[config.mk]
export PLATFORM = sky130hd
export DESIGN_NAME = maxnet_mem_loader
export DESIGN_NICKNAME = d
export VERILOG_FILES = /design/src/rtl/maxnet_pkg.sv /design/src/rtl/loader_word_reg.sv /design/src/rtl/maxnet_mem_loader.sv
export SDC_FILE = /design/constraint.sdc
export NUM_CORES = 1
export LEC_CHECK = 0
export ABC_AREA = 1
export CAP_MARGIN = 25
export CORE_AREA = 2 2 264 266
export DETAILED_ROUTE_END_ITERATION = 7
export DIE_AREA = 0 0 266 268
export PLACE_DENSITY = 0.64
export SLEW_MARGIN = 20
export SYNTH_ARGS = -nofsm -noshare
export SYNTH_HDL_FRONTEND = slang
export SYNTH_HIERARCHICAL = 1
export SYNTH_SLANG_ARGS = --single-unit
export TNS_END_PERCENT = 20
[constraint.sdc]
create_clock -name clk -period 5.6 [get_ports clk]
set_clock_uncertainty 0.2 [all_clocks]
set_input_delay 0.56 -clock clk [delete_from_list [all_inputs] [get_ports clk]]
set_output_delay 0.56 -clock clk [all_outputs]
set_load 0.1 [all_outputs]
[src/rtl/maxnet_pkg.sv]
// rtl/maxnet_pkg.sv - shared constants and loader state encoding for the Maxnet operand memory
//
// Purpose : word width, neuron count, W matrix size and loader FSM state type.
// Ports   : none (package).
package maxnet_pkg;

  localparam int DATA_W = 32;
  localparam int N      = 4;
  localparam int W_CNT  = N * N;

  typedef enum logic [1:0] {
    IDLE   = 2'd0,
    LOAD_X = 2'd1,
    LOAD_W = 2'd2,
    DONE   = 2'd3
  } loader_state_e;

endpackage

[src/rtl/loader_word_reg.sv]
// rtl/loader_word_reg.sv - one operand word register with load enable
//
// Purpose : holds one X or W word; captures d when en is high.
// Ports   : clk, rst (async, active-high), en (load enable),
//           d (word to capture), q (stored word).
module loader_word_reg #(
  parameter int WIDTH = 32
) (
  input  logic             clk,
  input  logic             rst,
  input  logic             en,
  input  logic [WIDTH-1:0] d,
  output logic [WIDTH-1:0] q
);

  logic [WIDTH-1:0] word_q;
  logic [WIDTH-1:0] word_d;

  always_comb begin
    word_d = word_q;
    if (en) begin
      word_d = d;
    end
  end

  always_ff @(posedge clk or posedge rst) begin
    if (rst) begin
      word_q <= '0;
    end else begin
      word_q <= word_d;
    end
  end

  assign q = word_q;

endmodule

[src/rtl/maxnet_mem_loader.sv]
// rtl/maxnet_mem_loader.sv - writer side of the Maxnet operand memory (X vector then W matrix)
//
// Purpose : accepts a valid/ready word stream, stores N X words followed by
//           N*N W words (row-major) and presents them as flat buses.
// Ports   : clk, rst (async, active-high), start (reload pulse),
//           lock (datapath busy, stalls writes), in_valid/in_data/in_ready
//           (word stream), x_out/w_out (stored operands), loaded (image
//           complete), load_done (pulse on last W word), sign_err (sticky
//           negative-activation flag).
// Options : MAXNET_LOADER_SIGN_CHK_EN enables the negative-activation check;
//           without it sign_err is tied low.
module maxnet_mem_loader
  import maxnet_pkg::*;
(
  input  logic                      clk,
  input  logic                      rst,
  input  logic                      start,
  input  logic                      lock,
  input  logic                      in_valid,
  input  logic [DATA_W-1:0]         in_data,
  output logic                      in_ready,
  output logic [N*DATA_W-1:0]       x_out,
  output logic [W_CNT*DATA_W-1:0]   w_out,
  output logic                      loaded,
  output logic                      load_done,
  output logic                      sign_err
);

  localparam int CNT_W = $clog2(W_CNT);
  localparam logic [CNT_W-1:0] X_LAST = CNT_W'(N - 1);
  localparam logic [CNT_W-1:0] W_LAST = CNT_W'(W_CNT - 1);

  loader_state_e    state_q, state_d;
  logic [CNT_W-1:0] cnt_q, cnt_d;
  logic             load_done_q, load_done_d;
  logic             xfer;
  logic             start_acc;
  logic [N-1:0]     x_en;
  logic [W_CNT-1:0] w_en;

  assign in_ready  = ((state_q == LOAD_X) || (state_q == LOAD_W)) && !lock;
  assign xfer      = in_valid && in_ready;
  // start only counts when no load is in progress
  assign start_acc = start && ((state_q == IDLE) || (state_q == DONE));

  always_comb begin
    state_d     = state_q;
    cnt_d       = cnt_q;
    load_done_d = 1'b0;
    case (state_q)
      IDLE, DONE: begin
        if (start) begin
          state_d = LOAD_X;
          cnt_d   = '0;
        end
      end
      LOAD_X: begin
        if (xfer) begin
          if (cnt_q == X_LAST) begin
            cnt_d   = '0;
            state_d = LOAD_W;
          end else begin
            cnt_d = cnt_q + CNT_W'(1);
          end
        end
      end
      LOAD_W: begin
        if (xfer) begin
          if (cnt_q == W_LAST) begin
            cnt_d       = '0;
            state_d     = DONE;
            load_done_d = 1'b1;
          end else begin
            cnt_d = cnt_q + CNT_W'(1);
          end
        end
      end
      default: begin
        state_d = IDLE;
        cnt_d   = '0;
      end
    endcase
  end

  always_ff @(posedge clk or posedge rst) begin
    if (rst) begin
      state_q     <= IDLE;
      cnt_q       <= '0;
      load_done_q <= 1'b0;
    end else begin
      state_q     <= state_d;
      cnt_q       <= cnt_d;
      load_done_q <= load_done_d;
    end
  end

  assign loaded    = (state_q == DONE);
  assign load_done = load_done_q;

  // one-hot write enables: the counter selects the word slot of the current phase
  always_comb begin
    x_en = '0;
    w_en = '0;
    for (int i = 0; i < N; i++) begin
      x_en[i] = xfer && (state_q == LOAD_X) && (cnt_q == CNT_W'(i));
    end
    for (int j = 0; j < W_CNT; j++) begin
      w_en[j] = xfer && (state_q == LOAD_W) && (cnt_q == CNT_W'(j));
    end
  end

  for (genvar gi = 0; gi < N; gi++) begin : g_x
    loader_word_reg #(.WIDTH(DATA_W)) u_word (
      .clk (clk),
      .rst (rst),
      .en  (x_en[gi]),
      .d   (in_data),
      .q   (x_out[gi*DATA_W +: DATA_W])
    );
  end

  for (genvar gj = 0; gj < W_CNT; gj++) begin : g_w
    loader_word_reg #(.WIDTH(DATA_W)) u_word (
      .clk (clk),
      .rst (rst),
      .en  (w_en[gj]),
      .d   (in_data),
      .q   (w_out[gj*DATA_W +: DATA_W])
    );
  end

`ifdef MAXNET_LOADER_SIGN_CHK_EN
  logic sign_err_q, sign_err_d;

  // only activations are checked; W words may legitimately be negative
  always_comb begin
    sign_err_d = sign_err_q;
    if (start_acc) begin
      sign_err_d = 1'b0;
    end else if (xfer && (state_q == LOAD_X) && in_data[DATA_W-1]) begin
      sign_err_d = 1'b1;
    end
  end

  always_ff @(posedge clk or posedge rst) begin
    if (rst) begin
      sign_err_q <= 1'b0;
    end else begin
      sign_err_q <= sign_err_d;
    end
  end

  assign sign_err = sign_err_q;
`else
  logic unused_start_acc;
  assign unused_start_acc = start_acc;
  assign sign_err         = 1'b0;
`endif

endmodule

-- Word-level counts from Yosys, hierarchy flattened
Cells that the tools add are included.
- bits in registers: 647
- bits in latches: 0
- memory bits (writable): 0
- memory bits (read-only): 0
- bits of input ports: 37
- output and inout bits: 644
- word-level logic and storage cells: 93
- memories: 0
- $add $sub $neg: 1
- multiply operators: 0
- div/mod/pow operators: 0
- order comparisons: 0
- eq/ne operators: 23
- shifts and indexed selects: 0
- multiplexer cells: 15
- bitwise operators: 0
- reductions and logical operators: 31
- operator list (kind ; number):
    == test 4 bit (second input constant) ; 8
    logical AND 1 bit ; 24
    2-to-1 mux 4 bit ; 5
    == test 4 x 3 -> 1 bit (second input constant) ; 4
    one-hot mux 4 bit (3 select lines) ; 1
    2-to-1 mux 2 bit ; 5
    == test 4 x 2 -> 1 bit (second input constant) ; 2
    != test 2 bit (second input constant) ; 3
    one-hot mux 2 bit (3 select lines) ; 1
    AND reduction 5 bit ; 1
    adder 4 x 1 -> 4 bit (second input constant) ; 1
    == test 2 bit (second input constant) ; 2
    == test 4 x 1 -> 1 bit (second input constant) ; 1
    logical NOT 4 bit ; 1
    != test 2 x 1 -> 1 bit (second input constant) ; 2
    2-to-1 mux 1 bit ; 3
    AND reduction 3 bit ; 1
    == test 2 x 1 -> 1 bit (second input constant) ; 1
    logical NOT 2 bit ; 1
    OR reduction 2 bit ; 1
    logical NOT 1 bit ; 1
    logical OR 1 bit ; 1

-- Depth between registers and ports, before layout
Gate-level depths: netlist (run 1).
- depth in word-level cells: 6
- mapped depth: 13
- gate-level depth less buffers: 10

-- Cells and area by module
The synthesis (run 1) kept the hierarchy.
- by module, submodules not included (module ; instances ; cells each ; area an instance (µm²) ; seq. area each (µm²)):
    loader_word_reg ; 20 ; 137 ; 1296.2 ; 800.8
    maxnet_mem_loader ; 1 ; 104 ; 735.7 ; 175.2

-- Worst setup path after synthesis (run 1)
OpenSTA, ideal clock, no wires.
- path type: flip-flop to flip-flop
- start point: reg state_q[0]
- end point: reg g_w[4].u_word.word_q[10]
- setup time: 121 ps
- data arrival time: 2312 ps
- required time: 5279 ps
- slack: 2967 ps
- cell stages (with the launch flop): 14
- path buffers: 3
- period minus slack after synthesis: 2633 ps
- cell sequence: dfrtp_1 > inv_1 > ha_1 > nor2_4 > nand2_4 > clkinv_2 > nand2_4 > buf_6 > nor3_2 > buf_6 > inv_8 > buf_12 > nand2_2 > nand2_1
- cells in the longest elaborated chain, start to end: 6
- elaborated cells on any way between the ends: 7
- classes of those cells: eq/ne (2); reduce/logical (5)
- RTL lines (what ; line ; source):
    start, declared ; maxnet_mem_loader.sv:33 ; loader_state_e state_q, state_d;
    start signal, assigned ; maxnet_mem_loader.sv:91 ; state_q <= state_d;
    == test 2 x 1 -> 1 bit or == test 2 bit (tied branches) ; maxnet_mem_loader.sv:41 ; assign in_ready = ((state_q == LOAD_X) || (state_q == LOAD_W)) && !lock;
    logical OR 1 bit (*) ; maxnet_mem_loader.sv:41 ;
    logical AND 1 bit (*) ; maxnet_mem_loader.sv:41 ;
    named net in_ready ; maxnet_mem_loader.sv:21 ; output logic in_ready,
    logical AND 1 bit (*) ; maxnet_mem_loader.sv:42 ; assign xfer = in_valid && in_ready;
    logical AND 1 bit (*) (2 in series) ; maxnet_mem_loader.sv:108 ; w_en[j] = xfer && (state_q == LOAD_W) && (cnt_q == CNT_W'(j));
    named net w_en[4] ; maxnet_mem_loader.sv:39 ; logic [W_CNT-1:0] w_en;
    end signal, assigned ; loader_word_reg.sv:30 ; word_q <= word_d;
    end, declared ; loader_word_reg.sv:16 ; logic [WIDTH-1:0] word_q;
Mark *: on every way through the listed nets, which the timed path passes. The rest lies on a longest branch.
A chain may end at the register's enable or synchronous reset.

-- Worst setup path in the final report (run 1)
- start point: reg state_q[0]
- end point: out in_ready
- cells in the longest elaborated chain, start to end: 3
- elaborated cells on any way between the ends: 4
- classes of those cells: eq/ne (2); reduce/logical (2)
- RTL lines (what ; line):
    == test 2 x 1 -> 1 bit or == test 2 bit (tied branches) ; maxnet_mem_loader.sv:41
    logical OR 1 bit (*) ; maxnet_mem_loader.sv:41
    logical AND 1 bit (*) ; maxnet_mem_loader.sv:41
    end, declared ; maxnet_mem_loader.sv:21
Mark *: on every way between the ends. The rest lies on a longest branch, timed or not.

==> results of run 1 <==
## sequential cells by signal, indices dropped and copies added (netlist names)
signal and cells:
cnt_q 4, g_w.u_word/q 512, g_x.u_word/q 128, load_done 1, state_q 2
## worst min-delay path by stage
stage,start,end,slack [ps],cells past startpoint
after floorplan,rst,cnt_q[0],160,1
after global placement,g_w[13].u_word/q[25],g_w[13].u_word/q[25],250,2
after detailed placement,g_w[0].u_word/q[21],g_w[0].u_word/q[21],260,2
after CTS,g_x[1].u_word/q[28],g_x[1].u_word/q[28],270,2
after global routing,g_w[4].u_word/q[16],g_w[4].u_word/q[16],280,2
final,g_w[0].u_word/q[21],g_w[0].u_word/q[21],270,2
## area by class of cell
class	instances	area share, %
Clock inverter	26	1.10
Clock buffer	101	5.87
Tap cell	882	3.11
Multi-Input combinational cell	1995	23.3
Timing Repair Buffer	723	19.9
Inverter	60	1.06
Sequential cell	647	45.7
## power groups by stage
stage	Clock [mW]	Sequential, mW	Combinational, mW
finish	4.99	5.48	5.69
global route	5.28	5.53	5.87
CTS	5.07	5.47	5.69
floorplan	0	8.91	0.762
detailed placement	0	5.55	5.68
global placement	0	5.54	5.63
## layer usage
metal / global-route usage, % / vias up
met3: 6.24 / 168
met1: 36.6 / 10500
met4: 8.41 / 2
met2: 43.1 / 890
met5: 0 / -
li1: - / 9824
## kinds of logic after synthesis
logic type,share of synthesized area (%)
fa+ha+maj,0.422
simple gates,30.1
flops,60.7
other cells,0.0141
buf+inv,8.62
compound gates,0.136
## worst max-delay path, cell delays in order (launching register included)
cell,delay (ps)
dfrtp_1,430
inv_1,60
ha_1,390
nor2_4,170
clkdlybuf4s50_1,1150
## per-stage QoR
stage | cell area (um2) | utilization [%]
floorplan | 26700 | -
global placement | 32900 | 48.2
detailed placement | 33000 | 48.3
CTS | 35400 | 51.9
global route | 35500 | 52.0
finish | 35500 | 52.0
## cells in the final DEF, fill, tap and decap left out, drive strengths merged
master            n
a21oi             2
buf              76
bufinv            9
clkbuf          101
clkdlybuf4s50   646
clkinv           11
clkinvlp          3
conb              1
dfrtp           647
dlygate4sd3       1
ha                9
inv              63
nand2          1948
nand3             7
nor2              8
nor3             17
o21ai             3
==> results.cfg, run 1 <==
[outcome]
outcome = finished clean

[clock_tree]
cts_buffers = 72
cts_sinks = 647
htree_num_levels = 3
cts_setup_buffers = 0
clkTransAtPathRegs_ps = 60
cts_buffer_depth = 3
cts-hold-fix-buffers = 1
cts_tree = yes
clk_latency_ps = 600
cts_resized = 0
root_buffer = clkbuf_16

[synthesis]
syn_inst = 2844
synth.most_common_cell = nand2_1
synth_seq_cells = 647
synth_flop_cell = dfrtp_1
netlist.area_leader.share_pct = 60.7
synth_edf_count = 0
syn_avg_cell_area_um2 = 9.37
netlist_top_cells_area = dfrtp_1 61%, nand2_1 25%, nand2_2 4.7%
yosysTopAreaCell = dfrtp_1
syn_area_um2 = 26700
yosysWarnings = 6
ys_top_cells_by_count = 1,746 x nand2_1, 647 x dfrtp_1, 200 x nand2_2, 61 x buf_6, 60 x clkbuf_8
synthArstFlopShare_pct = 100
ys_types = 23
ys_seq_area_share_pct = 60.7
synth_nets = 2890

[power_and_ir_drop]
switching_share_pct = 42.6
p_sw_mw = 6.88
power_mw = 16.2
p_leak_nw = 18.6
combPwrFrac_pct = 35.2
power_frac_clock_pct = 30.9
max-vdd-ir-drop_mv = 0.330
p_per_area_nw_per_um2 = 456
p_int_mw = 9.28
p_seq_share_pct = 33.9

[worst_setup_path]
cp.required_ps = 4840
rr_endpoint = g_w[3].u_word/q[26]
endpoint_kind = output pin
critPathKind = register to output pin
cp-endpoint = in_ready
rr_worst_depth = 10
startpoint = state_q[0]
r2r-start = state_q[0]
start_kind = register
reg2reg_setup_slack_ps = 2500
crit_fanout = 5
arrival_ps = 2810

[sta]
hold_ws_ps = 268
period_minus_slack_ps = 3570
worstMarginPinSlew_ps = 1140
finalSetupTns_ps = 0
relSlewSlack_pct = 23.8
drv_slew = 0
period_share_pct = 63.7
rsz0062_at_grt = no
finalWorstSetupSlack_ps = 2030
final_hold_viol_count = 0
setup_violations = 0
fmax_mhz = 280

[detailed_routing]
totalWireLength_um = 98500
via_count = 21400
drt-wirelength-per-cell_um = 22.2
drc = 0
first_pass_iters = 5
ant_nets = 0
wl_met3_um = 7790
wl_met2_um = 46200
drt-met1-wl_um = 41600
drt_iter0_markers = 2163
viasPerCell = 4.82
top_layer_used = met5

[run]
cap_violations = 0

[global_route]
grt_pass1_wl_um = 141000
grt_overflow = 0
antenna_found_initial = 1
grt_pass1_vias = 19900
grt_max_degree = 34
grt.total_usage_pct = 27.0

[floorplanning]
core_um2 = 68200
die_x_um = 266
die_h_um = 268
io_pins = 681
die_area_um2 = 71300
start_util_pct = 39.1
rows = 96

[place]
io_buffer_count = 679
place_hpwl_um = 61200
gp_congestion = 0.824
dpl.cell_count = 4305
dp_slack_ps = 2420

[cells_and_area]
fin_nets = 3545
syn_to_final_growth_pct = 33.0
multi_input_area_um2 = 8270
finalNonFillerCells = 4434
layout-drive-gt1-share_pct = 12.3
antennaDiodeCount = 0
fillCellCount = 6246
register_area_um2 = 16200

[min_path]
hp-class = register to register
(Power assumes the default switching activity.)
==> inputs of run 2 (changes only) <==
CORE_AREA = 2 2 266 268   (was 2 2 264 266)
DIE_AREA = 0 0 268 270   (was 0 0 266 268)
PLACE_DENSITY = 0.63   (was 0.64)
clock period = 3.3 ns   (was 5.6 ns; I/O delays follow)
==> run 2 against run 1 <==
  * Critical path depth decreased by 3
  * Register-to-register slack got worse by 1900 ps
  * Cell count increased by 1.6%
  * Critical path type unchanged
  * Core utilization decreased by 2.0 points
  * Die area increased by 1.5%
  * Largest cell class unchanged
==> results.cfg, run 2 (synthesized netlist as in run 1, its figures left out) <==
[outcome]
outcome = finished clean

[cells_and_area]
fin_nets = 3555
syn_to_final_growth_pct = 30.4
layout-drive-gt1-share_pct = 23.1
final_common_cell = nand2_1
antennaDiodeCount = 0
final_cell_mix = 1,746 x nand2_1, 647 x dfrtp_1, 419 x buf_4
largest_reg_flops = 512
postLayoutCoreUtil_pct = 50.0

[power_and_ir_drop]
p_per_area_nw_per_um2 = 784
max-vdd-ir-drop_mv = 0.595
switching_share_pct = 43.1
p_seq_share_pct = 34.1
p_sw_mw = 11.7
power_frac_clock_pct = 31.2
combPwrFrac_pct = 34.7
p_leak_nw = 19.5
p_int_mw = 15.5
power_mw = 27.3

[sta]
relSlewSlack_pct = 23.0
final_hold_viol_count = 0
drv_slew = 0
period_share_pct = 81.5
period_minus_slack_ps = 2690
fmax_mhz = 372
hold_ws_ps = 171
rsz0062_at_grt = no
finalSetupTns_ps = 0
setup_violations = 0
worstMarginPinSlew_ps = 1150

[worst_setup_path]
cp_num_buf_inv = 1
start_kind = register
cpPeakStageDelay_ps = 1170
slowest_stage = clkdlybuf4s50_1
path_delay_family = buffers and inverters
cp.required_ps = 2770
endpoint_kind = output pin
arrival_ps = 2160
path_cells = clkdlybuf4s50_1
crit_fanout = 2
critPathKind = register to output pin

[run]
cap_violations = 0

[detailed_routing]
first_pass_iters = 4
drc = 0
ant_nets = 0
drt-wirelength-per-cell_um = 22.1
drt_iter0_markers = 1963
via_count = 21400
viasPerCell = 4.74
totalWireLength_um = 99700

[clock_tree]
cts_buffers = 72
cts_buffer_depth = 3
root_buffer = clkbuf_16
clkTransAtPathRegs_ps = 60
cts_resized = 0
cts_setup_buffers = 0
htree_num_levels = 3
clk_latency_ps = 600
cts_tree = yes
cts_sinks = 647

[place]
gp_congestion = 0.818
place_hpwl_um = 61600
io_buffer_count = 679

[global_route]
grt_pass1_vias = 19700
grt_overflow = 0
antenna_found_initial = 1
grt.total_usage_pct = 27.1
grt_pass1_wl_um = 142000
grt_max_degree = 34

[floorplanning]
io_pins = 681
die_area_um2 = 72400
die_x_um = 268
start_util_pct = 38.3
die_h_um = 270
core_um2 = 69500
rows = 97

[min_path]
hp-class = input port to register
-- run 2: final timing paths --
check	startpoint	endpoint	slack, ps	cells after the start
worst max register to register	state_q[0]	g_w[13].u_word/q[16]	620	10
worst min register to register	g_w[0].u_word/q[28]	g_w[0].u_word/q[28]	270	2
worst max-delay path	g_x[2].u_word/q[8]	x_out[72]	610	1
worst min-delay path	in_data[16]	g_x[3].u_word/q[16]	170	3
min in group asynchronous	rst	g_w[14].u_word/q[9]	390	3
max in group asynchronous	rst	g_x[3].u_word/q[27]	1600	4
-- run 2: layout make-up --
cell class / count / area [um2]
fillers: 6567 / 34800
flip-flops and latches: 647 / 16200
multi-input cells: 1995 / 8270
repair buffers: 733 / 6220
clock buffers: 106 / 2150
well taps: 940 / 1180
inverters: 60 / 377
clock inverters: 24 / 367
-- run 2: timing repair --
| item | CTS | global route |
|---|---|---|
| endpoints found under the hold margin | 358 | 0 |
| hold buffers | 1 | 0 |
| setup endpoints to repair | 0 | 0 |
-- run 2: power groups by stage --
stage                     combinational (mW)  sequential [mW]  clock [mW]
after floorplan                         1.29             15.1           0
after global placement                  9.42             9.41           0
after detailed placement                9.47             9.42           0
final                                   9.45             9.30        8.52
after CTS                               9.48             9.29        8.69
after global routing                    9.74             9.38        9.03
-- run 2: stage by stage --
step | worst slack (ps) | cell area, um2 | std cells
CTS | 567 | 34800 | 4505
detailed placement | 550 | 32200 | 4374
global placement | 603 | 32200 | 4374
finish | 610 | 34800 | 4505
floorplan | 667 | 26700 | 2844
global route | 392 | 34800 | 4505
-- run 2: worst min-delay path: cells and delay by family --
| family | cells | cell delay [ps] |
|---|---|---|
| AND/OR/NAND/NOR | 2 | 210 |
| buffers and inverters | 1 | 380 |
-- run 2: routing by layer --
metal,track usage [%],share of wire (%),vias up
li1,-,-,9844
met2,43.9,48,858
met5,0,0.017,-
met1,35.6,41,10500
met3,7.09,8.2,163
met4,8.31,2.9,2
==> inputs of run 3 (changes only) <==
clock period = 2.8 ns   (was 3.3 ns; I/O delays follow)
==> run 3 against run 2 <==
  * Flip-flop and latch count unchanged
  * Total power up 15%
  * Die area unchanged
  * Design area down 2.3%
  * Worst setup slack worse by 350 ps
  * Largest cell class unchanged
  * Via count down 1.2%
  * Routed wire length down 1.1%
  * Core utilization down 1.1 points
  * Largest power group is now registers
  * Critical endpoint is now g_w[12].u_word/q[21]
  * Non-clock buffer count down 10
==> results.cfg, run 3 (synthesized netlist as in run 1, its figures left out) <==
[outcome]
outcome = finished clean

[global_route]
grt_overflow = 0
grtUsageMet2_pct = 42.6
antenna_found_initial = 4
grt_use_met3_pct = 7.21
top_usage_layer = met2
grt_max_degree = 34
grt_pass1_vias = 20200
grt_pass1_wl_um = 141000
grt.total_usage_pct = 26.8
grtUsageMet1_pct = 35.1

[power_and_ir_drop]
power_frac_clock_pct = 30.0
p_seq_share_pct = 35.0
max-vdd-ir-drop_mv = 0.804
combPwrFrac_pct = 35.0
switching_share_pct = 43.9
p_sw_mw = 13.8
p_per_area_nw_per_um2 = 924
p_int_mw = 17.6
p_leak_nw = 19.9

[clock_tree]
cts_sinks = 647
cts_buffers = 72
cts_resized = 0
root_buffer = clkbuf_16
cts_buffer_depth = 3
clk_latency_ps = 600
cts_tree = yes
htree_num_levels = 3
clkTransAtPathRegs_ps = 60

[min_path]
hp-class = input port to register
min-delay-start = in_data[10]

[detailed_routing]
first_pass_iters = 5
viasPerCell = 4.70
drc = 0
drt_iter0_markers = 1906
totalWireLength_um = 98600
via_count = 21100
drt-wirelength-per-cell_um = 22.0
ant_nets = 0

[cells_and_area]
syn_to_final_growth_pct = 27.4
fin_nets = 3545
final_area_um2 = 34000
finalNonFillerCells = 4484
antennaDiodeCount = 0
layout-drive-gt1-share_pct = 30.1
final_common_cell = nand2_1
final_cell_mix = 1,746 x nand2_1, 663 x buf_4, 647 x dfrtp_1
largest_reg_flops = 512

[worst_setup_path]
start_kind = register
critPathKind = register to register
cp.required_ps = 3080
arrival_ps = 2820
endpoint_kind = register
r2r-start = state_q[0]
startpoint = state_q[0]
crit_fanout = 33

[sta]
rsz0062_at_grt = no
relSlewSlack_pct = 28.3
fmax_mhz = 394
finalSetupTns_ps = 0
period_minus_slack_ps = 2540
drv_slew = 0
finalWorstSetupSlack_ps = 264
worstMarginPinSlew_ps = 1070
final_hold_viol_count = 0
setup_violations = 0
period_share_pct = 90.6

[floorplanning]
die_area_um2 = 72400
start_util_pct = 38.3
die_h_um = 270
io_pins = 681
rows = 97
core_um2 = 69500
die_x_um = 268

[place]
gp_congestion = 0.821
dpl.cell_count = 4363
dp_slack_ps = 233
io_buffer_count = 679
place_hpwl_um = 61400
dpl_cell_area_um2 = 31600

[run]
cap_violations = 0
==> run 3: cell count changes in the layout (fill, tap and decap cells not counted), sizes merged <==
cell | previous run | this run
clkbuf | 106 | 101
clkdlybuf4s50 | 270 | 3
bufinv | 7 | 3
inv | 61 | 62
clkinv | 14 | 11
buf | 462 | 718
dlygate4sd3 | 1 | 2
==> run 3: stage by stage <==
stage | power [mW] | hold slack [ps] | util (%)
finish | 31.4 | 111 | 48.8
global route | 32.4 | 89.0 | 48.8
CTS | 31.6 | 72.9 | 48.8
detailed placement | 22.1 | 259 | 45.5
global placement | 22.1 | 255 | 45.5
floorplan | 19.3 | -117 | -
==> run 3: what timing repair did <==
action,CTS,global route
setup endpoints to repair,0,0
setup buffers,0,0
hold buffers,2,0
endpoints found under the hold margin,483,0
==> run 3: per-layer routing <==
metal	wire [um]	part of all wire, %	up-vias
li1	-	-	9808
met1	39800	40	10200
met2	46400	47	899
met3	8680	8.8	188
met4	3670	3.7	2
met5	16	0.016	-
==> run 3: area by class of cell <==
| cell class | count | area (um2) |
|---|---|---|
| inverter | 60 | 377 |
| fill | 6655 | 35600 |
| tap | 940 | 1180 |
| sequential | 647 | 16200 |
| timing repair buffer | 723 | 5630 |
| clock buffer | 101 | 2070 |
| multi-input combinational | 1995 | 8270 |
| clock inverter | 18 | 236 |
==> run 3: power groups by stage <==
stage	combinational, mW	sequential (mW)	clock (mW)
finish	11.0	11.0	9.42
global route	11.4	11.1	9.96
CTS	11.0	11.0	9.57
detailed placement	11.0	11.1	0
global placement	11.0	11.1	0
floorplan	1.52	17.8	0
==> run 3: path summary, 6_finish.rpt <==
path	end	slack, ps	cells after the start
max	g_w[12].u_word/q[21]	260	11
min	g_w[5].u_word/q[10]	110	3
max reg2reg	g_w[12].u_word/q[21]	260	11
min reg2reg	g_w[3].u_word/q[17]	270	2
max in group asynchronous	g_x[2].u_word/q[30]	1290	4
min in group asynchronous	g_w[2].u_word/q[18]	320	3
==> run 3: worst max-delay path, stage by stage (launching register included) <==
cell,delay (ps)
dfrtp_1,420
inv_1,60
ha_1,380
nor2_4,170
nand2_4,80
clkinv_2,80
nand2_4,210
nor3_2,280
buf_12,240
inv_8,120
nand2_1,100
nand2_1,60
